File: config.mk
export PLATFORM = sky130hd
export DESIGN_NAME = gshare_updater
export DESIGN_NICKNAME = d
export VERILOG_FILES = /design/src/rtl/gshare_pkg.sv /design/src/rtl/gshare_updater_branch_queue.sv /design/src/rtl/gshare_updater.sv
export SDC_FILE = /design/constraint.sdc
export NUM_CORES = 1
export LEC_CHECK = 0
export BUFFER_PORTS_ARGS = -buffer_cell sky130_fd_sc_hd__buf_4
export CAP_MARGIN = 10
export CORE_MARGIN = 2
export CORE_UTILIZATION = 64
export CTS_CLUSTER_DIAMETER = 150
export DETAILED_ROUTE_END_ITERATION = 8
export PLACE_DENSITY = 0.95
export SETUP_SLACK_MARGIN = 0.5
export SLEW_MARGIN = 20
export SYNTH_ARGS = -nofsm -noshare
export SYNTH_HDL_FRONTEND = slang
export SYNTH_HIERARCHICAL = 1
export SYNTH_SLANG_ARGS = --single-unit
export TNS_END_PERCENT = 50
File: constraint.sdc
create_clock -name clk -period 8.3 [get_ports clk]
set_input_delay 0.83 -clock clk [delete_from_list [all_inputs] [get_ports clk]]
set_output_delay 0.83 -clock clk [all_outputs]
set_load 0.01 [all_outputs]
File: src/rtl/gshare_pkg.sv
// Shared types for the gshare predictor update path: 2-bit counter encoding,
// default geometry and the saturating counter update.
package gshare_pkg;

  localparam int I_WIDTH = 7;
  localparam int DEPTH   = 8;

  typedef enum logic [1:0] {
    SNT = 2'b00,
    WNT = 2'b01,
    WT  = 2'b10,
    ST  = 2'b11
  } ctr_t;

  function automatic ctr_t sat_update(ctr_t s, logic taken);
    if (taken) return (s == ST)  ? ST  : ctr_t'(s + 2'd1);
    else       return (s == SNT) ? SNT : ctr_t'(s - 2'd1);
  endfunction

endpackage

File: src/rtl/gshare_updater_branch_queue.sv
// Circular FIFO of in-flight conditional branches: PHT index plus the counter
// state captured one cycle after fetch, written back into the entry by pointer.
module branch_queue
  import gshare_pkg::*;
#(
  parameter int I_WIDTH = gshare_pkg::I_WIDTH,
  parameter int DEPTH   = gshare_pkg::DEPTH,
  localparam int PW     = $clog2(DEPTH)
) (
  input  logic             clk,
  input  logic             rst_n,
  input  logic             push_i,
  input  logic [I_WIDTH:0] push_idx_i,
  input  logic             pop_i,
  input  logic             flush_i,
  input  logic             wr_en_i,
  input  logic [PW-1:0]    wr_ptr_i,
  input  ctr_t             wr_state_i,
  output logic [I_WIDTH:0] head_idx_o,
  output ctr_t             head_state_o,
  output logic [PW-1:0]    tail_ptr_o,
  output logic             empty_o,
  output logic             full_o
);

  typedef struct packed {
    logic [I_WIDTH:0] idx;
    ctr_t             state;
  } bq_entry_t;

  bq_entry_t         mem_q [DEPTH];
  logic [PW-1:0]     head_q, head_d;
  logic [PW-1:0]     tail_q, tail_d;
  logic [PW:0]       count_q, count_d;

  // NOTE: entry storage has no reset; validity is tracked only by head/tail/count.
  always_ff @(posedge clk) begin
    if (wr_en_i) mem_q[wr_ptr_i].state <= wr_state_i;
    if (push_i)  mem_q[tail_q] <= '{idx: push_idx_i, state: SNT};
  end

  // NOTE: every combinational output gets a default first so no latch is inferred.
  always_comb begin
    head_d  = head_q;
    tail_d  = tail_q;
    count_d = count_q;
    if (flush_i) begin
      head_d  = '0;
      tail_d  = '0;
      count_d = '0;
    end else begin
      if (push_i) tail_d = tail_q + 1'b1;
      if (pop_i)  head_d = head_q + 1'b1;
      case ({push_i, pop_i})
        2'b10:   count_d = count_q + 1'b1;
        2'b01:   count_d = count_q - 1'b1;
        default: count_d = count_q;
      endcase
    end
  end

  // NOTE: sequential state uses non-blocking assignments only.
  always_ff @(posedge clk or negedge rst_n) begin
    if (!rst_n) begin
      head_q  <= '0;
      tail_q  <= '0;
      count_q <= '0;
    end else begin
      head_q  <= head_d;
      tail_q  <= tail_d;
      count_q <= count_d;
    end
  end

  assign head_idx_o   = mem_q[head_q].idx;
  assign head_state_o = mem_q[head_q].state;
  assign tail_ptr_o   = tail_q;
  assign empty_o      = (count_q == '0);
  assign full_o       = (count_q == (PW+1)'(DEPTH));

endmodule

File: src/rtl/gshare_updater.sv
// gshare front/commit companion: forms the PHT read index, tracks in-flight
// branches and produces the PHT counter write plus mispredict/history repair.
module gshare_updater
  import gshare_pkg::*;
#(
  parameter int I_WIDTH = gshare_pkg::I_WIDTH,
  parameter int DEPTH   = gshare_pkg::DEPTH
) (
  input  logic             clk,
  input  logic             resetN,
  input  logic             fetchValid,
  input  logic [I_WIDTH:0] fetchPC,
  output logic [I_WIDTH:0] index,
  input  logic [1:0]       predState,
  output logic             prediction,
  output logic             queueFull,
  input  logic             commitValid,
  input  logic             commitTaken,
  output logic [I_WIDTH:0] previousIndex,
  output logic [1:0]       newState,
  output logic             predictorWrite,
  output logic             mispredict
);

  localparam int PW = $clog2(DEPTH);

  logic [I_WIDTH:0] ghr_spec_q, ghr_spec_d;
  logic [I_WIDTH:0] ghr_commit_q, ghr_commit_d;
  logic [I_WIDTH:0] ghr_fwd;
  logic             cap_pend_q, cap_pend_d;
  logic [PW-1:0]    cap_ptr_q, cap_ptr_d;
  logic [I_WIDTH:0] prev_index_q, prev_index_d;
  ctr_t             new_state_q, new_state_d;
  logic             pred_write_q, pred_write_d;
  logic             mispredict_q, mispredict_d;

  logic [I_WIDTH:0] head_idx;
  ctr_t             head_state;
  logic [PW-1:0]    tail_ptr;
  logic             q_empty, q_full;
  logic             do_commit, mis_now, push;

  // A branch fetched last cycle already counts in the history used this cycle.
  assign ghr_fwd    = cap_pend_q ? {ghr_spec_q[I_WIDTH-1:0], predState[1]} : ghr_spec_q;
  assign index      = fetchPC ^ ghr_fwd;
  assign prediction = cap_pend_q & predState[1];

  assign do_commit = commitValid & ~q_empty;
  assign mis_now   = do_commit & (commitTaken != head_state[1]);
  assign push      = fetchValid & ~q_full & ~mis_now;

  branch_queue #(.I_WIDTH(I_WIDTH), .DEPTH(DEPTH)) u_queue (
    .clk          (clk),
    .rst_n        (resetN),
    .push_i       (push),
    .push_idx_i   (index),
    .pop_i        (do_commit),
    .flush_i      (mis_now),
    .wr_en_i      (cap_pend_q),
    .wr_ptr_i     (cap_ptr_q),
    .wr_state_i   (ctr_t'(predState)),
    .head_idx_o   (head_idx),
    .head_state_o (head_state),
    .tail_ptr_o   (tail_ptr),
    .empty_o      (q_empty),
    .full_o       (q_full)
  );

  always_comb begin
    ghr_spec_d   = ghr_spec_q;
    ghr_commit_d = ghr_commit_q;
    cap_pend_d   = push;
    cap_ptr_d    = push ? tail_ptr : cap_ptr_q;
    prev_index_d = prev_index_q;
    new_state_d  = new_state_q;
    pred_write_d = do_commit;
    mispredict_d = mis_now;

    if (cap_pend_q) ghr_spec_d = {ghr_spec_q[I_WIDTH-1:0], predState[1]};

    if (do_commit) begin
      prev_index_d = head_idx;
      new_state_d  = sat_update(head_state, commitTaken);
      ghr_commit_d = {ghr_commit_q[I_WIDTH-1:0], commitTaken};
    end

    // Repair from the committed view, which now includes this branch's outcome.
    if (mis_now) begin
      ghr_spec_d = {ghr_commit_q[I_WIDTH-1:0], commitTaken};
      cap_pend_d = 1'b0;
    end
  end

  always_ff @(posedge clk or negedge resetN) begin
    if (!resetN) begin
      ghr_spec_q   <= '0;
      ghr_commit_q <= '0;
      cap_pend_q   <= 1'b0;
      cap_ptr_q    <= '0;
      prev_index_q <= '0;
      new_state_q  <= SNT;
      pred_write_q <= 1'b0;
      mispredict_q <= 1'b0;
    end else begin
      ghr_spec_q   <= ghr_spec_d;
      ghr_commit_q <= ghr_commit_d;
      cap_pend_q   <= cap_pend_d;
      cap_ptr_q    <= cap_ptr_d;
      prev_index_q <= prev_index_d;
      new_state_q  <= new_state_d;
      pred_write_q <= pred_write_d;
      mispredict_q <= mispredict_d;
    end
  end

  assign queueFull      = q_full;
  assign previousIndex  = prev_index_q;
  assign newState       = new_state_q;
  assign predictorWrite = pred_write_q;
  assign mispredict     = mispredict_q;

  a_no_fetch_when_full: assert property (
    @(posedge clk) disable iff (!resetN) !(fetchValid && q_full)
  ) else $warning("protocol: fetchValid asserted while queueFull, fetch dropped");

endmodule

==> impl_metrics.json <==
{
  "netlist_instances": 355,
  "clock-root-buffer": "clkbuf_8",
  "rrSetupSlack_ns": 4.12,
  "nNetsFinal": 416,
  "cts_tree": "done",
  "maxSlewHeadroom_pct": 27.7,
  "route.detailed.drc": 0,
  "worst_pin_slew_ns": 1.08,
  "first_iter_violations": 255,
  "synth_warnings": 6,
  "setup_ws_ns": 4.12,
  "cts_hold_buf": 0,
  "peakVddDrop_mv": 0.249,
  "portBuffers": 36,
  "synth_edf_count": 64,
  "syn_avg_cell_area_um2": 14.7,
  "clock_skew_ns": 0.00701,
  "yosysUniqueCellTypes": 45,
  "avgViaCountPerCell": 6.45,
  "start_util_pct": 66.9,
  "path_buf_inv": 1,
  "leakage_nw": 2.56,
  "max_stage_delay_ns": 0.88,
  "critPathCaptureType": "register",
  "min_period_over_period_pct": 50.4,
  "maxCapViolCount": 0,
  "synthToLayoutAreaGrowth_pct": 18.0,
  "hp-class": "input port to async pin",
  "setup_tns_ns": 0,
  "path_delay_family": "simple AND/OR/NAND/NOR gates",
  "postCtsSetupBuffers": 0,
  "antenna_found_initial": 0,
  "ctsResizeCount": 0,
  "cts_buffers": 17,
  "grt_pass1_vias": 3394,
  "grt-ovfl-total": 0,
  "dr.pass1.iters": 5,
  "die_h_um": 94.4,
  "cp-start-kind": "register",
  "dp_slack_ns": 3.96,
  "io_pins": 37,
  "clkSlewWorstSetupHoldPaths_ns": 0.06,
  "hold_violations": 0,
  "rsz0062_at_grt": "no",
  "dpl.hpwl_um": 6700,
  "drive_above_1_share_pct": 23.2,
  "grt.total_usage_pct": 29.0,
  "synth_area_um2": 5230,
  "report.final.slew_viol_count": 0,
  "r2r-start": "u_queue/count_q[1]",
  "die_w_um": 94.4,
  "ant_nets": 0,
  "cpMaxStageDelayCell": "nor2_1",
  "cp.arrival_ns": 4.31,
  "cp_max_fo": 33,
  "place.gp.congestion": 0.816,
  "synth-async-reset-ratio_pct": 33.9,
  "vias": 3303,
  "fmax_mhz": 239,
  "drt_wl_total_um": 12000,
  "required_ns": 8.43,
  "synth_ff_type": "edfxtp_1",
  "coreArea_um2": 7810,
  "routedWlPerCell_um": 23.5,
  "path_class": "register to register",
  "cts.sinks": 121,
  "crit_start": "u_queue/count_q[1]",
  "yosysSeqAreaShare_pct": 62.5,
  "h-tree-depth": 4,
  "row_count": 32,
  "grt_start_max_net_pins": 42,
  "status": "finished, final reports clean",
  "clock_latency_ns": 0.52,
  "p_per_area_nw_per_um2": 431,
  "clk_path_buf_depth": 2,
  "n_antenna_cell": 0,
  "path_cells": "nor4_1 -> nand2b_1 -> inv_2 -> a21oi_2 -> nand2_1 -> nor2_1",
  "post-route-min-period_ns": 4.18,
  "ys_ff_latch": 121,
  "dieArea_um2": 8900,
  "setup_viol": 0,
  "grt_pass1_wl_um": 18400,
  "syn_nets": 374
}
## power by group
| part | leakage (nW) | switching (mW) | internal (mW) |
|---|---|---|---|
| clock | 0.293 | 0.271 | 0.452 |
| sequential | 1.23 | 0.182 | 0.883 |
| combinational | 1.04 | 0.466 | 0.401 |
## path summary, 6_finish.rpt
kind,end,cells after the start
max in group asynchronous,u_queue/head_q[0],1
hold reg to reg,previousIndex[6],2
hold / removal,previousIndex[7],1
min in group clk,previousIndex[6],2
setup reg to reg,u_queue/mem_q[5][2],6
setup / recovery,u_queue/mem_q[5][2],6
## cell families (layout without fill, tap and decap cells)
family                     after synthesis  after routing  share of synthesized area [%]
AOI/OAI and AO/OA                       21             21                           2.80
xor gates and xnor gates                14             14                           2.49
adders and majority gates                5              5                           1.15
buffers and inverters                   27             82                           2.30
DFF                                    121            121                           62.5
muxes                                   68             68                           19.8
and+or+nand+nor                         99             99                           8.91
## flip-flops by register name (all words and copies together), names as in the netlist
signal              count
ghr_commit_q            7
newState                2
u_queue/tail_ptr_o      3
u_queue/mem_q          80
u_queue/count_q         4
previousIndex           8
u_queue/head_q          3
predictorWrite          1
mispredict              1
ghr_spec_q              8
cap_ptr_q               3
cap_pend_q              1
## area by class of cell
class / instances / area (um2)
Inverter: 12 / 45.0
Fill cell: 402 / 1640
Tap cell: 102 / 128
Multi-Input combinational cell: 207 / 1840
Clock inverter: 12 / 110
Timing Repair Buffer: 38 / 285
Clock buffer: 20 / 489
Sequential cell: 121 / 3270
## metal layers
metal / global-route usage, % / vias to the layer above / wire length (um)
met4: 9.66 / 0 / 354
li1: - / 1407 / -
met3: 7.18 / 40 / 797
met5: 0 / - / 0
met1: 35.3 / 1684 / 4520
met2: 51.0 / 172 / 6360
## stage by stage
step / instance area (um2) / total power [mW] / util, % / hold WS [ns] / instances
2_1_floorplan: 5230 / 1.60 / - / 0.450 / 355
3_3_place_gp: 5560 / 1.83 / 71.3 / 0.459 / 480
3_5_place_dp: 5560 / 1.88 / 71.3 / 0.465 / 480
4_1_cts: 6160 / 2.65 / 78.9 / 0.311 / 512
5_1_grt: 6160 / 2.78 / 79.0 / 0.322 / 512
6_report: 6160 / 2.65 / 79.0 / 0.298 / 512
## cell usage in the layout (no fill, tap or decap), types with 4 or more instances in the layout
| master | synthesis | routed |
|---|---|---|
| clkbuf_16 | 0 | 19 |
| ha_1 | 4 | 4 |
| edfxtp_1 | 64 | 64 |
| mux2i_1 | 30 | 30 |
| nand2_1 | 39 | 39 |
| mux2_2 | 13 | 13 |
| xnor2_1 | 8 | 8 |
| nor2_1 | 33 | 33 |
| buf_4 | 0 | 38 |
| mux4_1 | 20 | 20 |
| nand4b_1 | 4 | 4 |
| xor2_1 | 5 | 5 |
| nand2b_1 | 6 | 6 |
| dfrtp_1 | 41 | 40 |
| clkinv_4 | 0 | 4 |
| inv_1 | 11 | 11 |
| o21ai_0 | 7 | 7 |
| dfxtp_1 | 16 | 16 |
## cells in the mapped netlist, types with 4 or more instances
library cell / number / share of area (%)
clkbuf_1: 10 / 0.72
edfxtp_1: 64 / 37
dfxtp_1: 16 / 6.1
o21ai_0: 7 / 0.67
mux4_1: 20 / 10
nand2b_1: 6 / 0.72
dfrtp_1: 41 / 20
xnor2_1: 8 / 1.3
mux2i_1: 30 / 5.7
nand2_1: 39 / 2.8
nor2_1: 33 / 2.4
nand4b_1: 4 / 0.67
inv_1: 11 / 0.79
xor2_1: 5 / 0.84
mux2_2: 13 / 2.8
ha_1: 4 / 0.96
(Power assumes the default switching activity.)
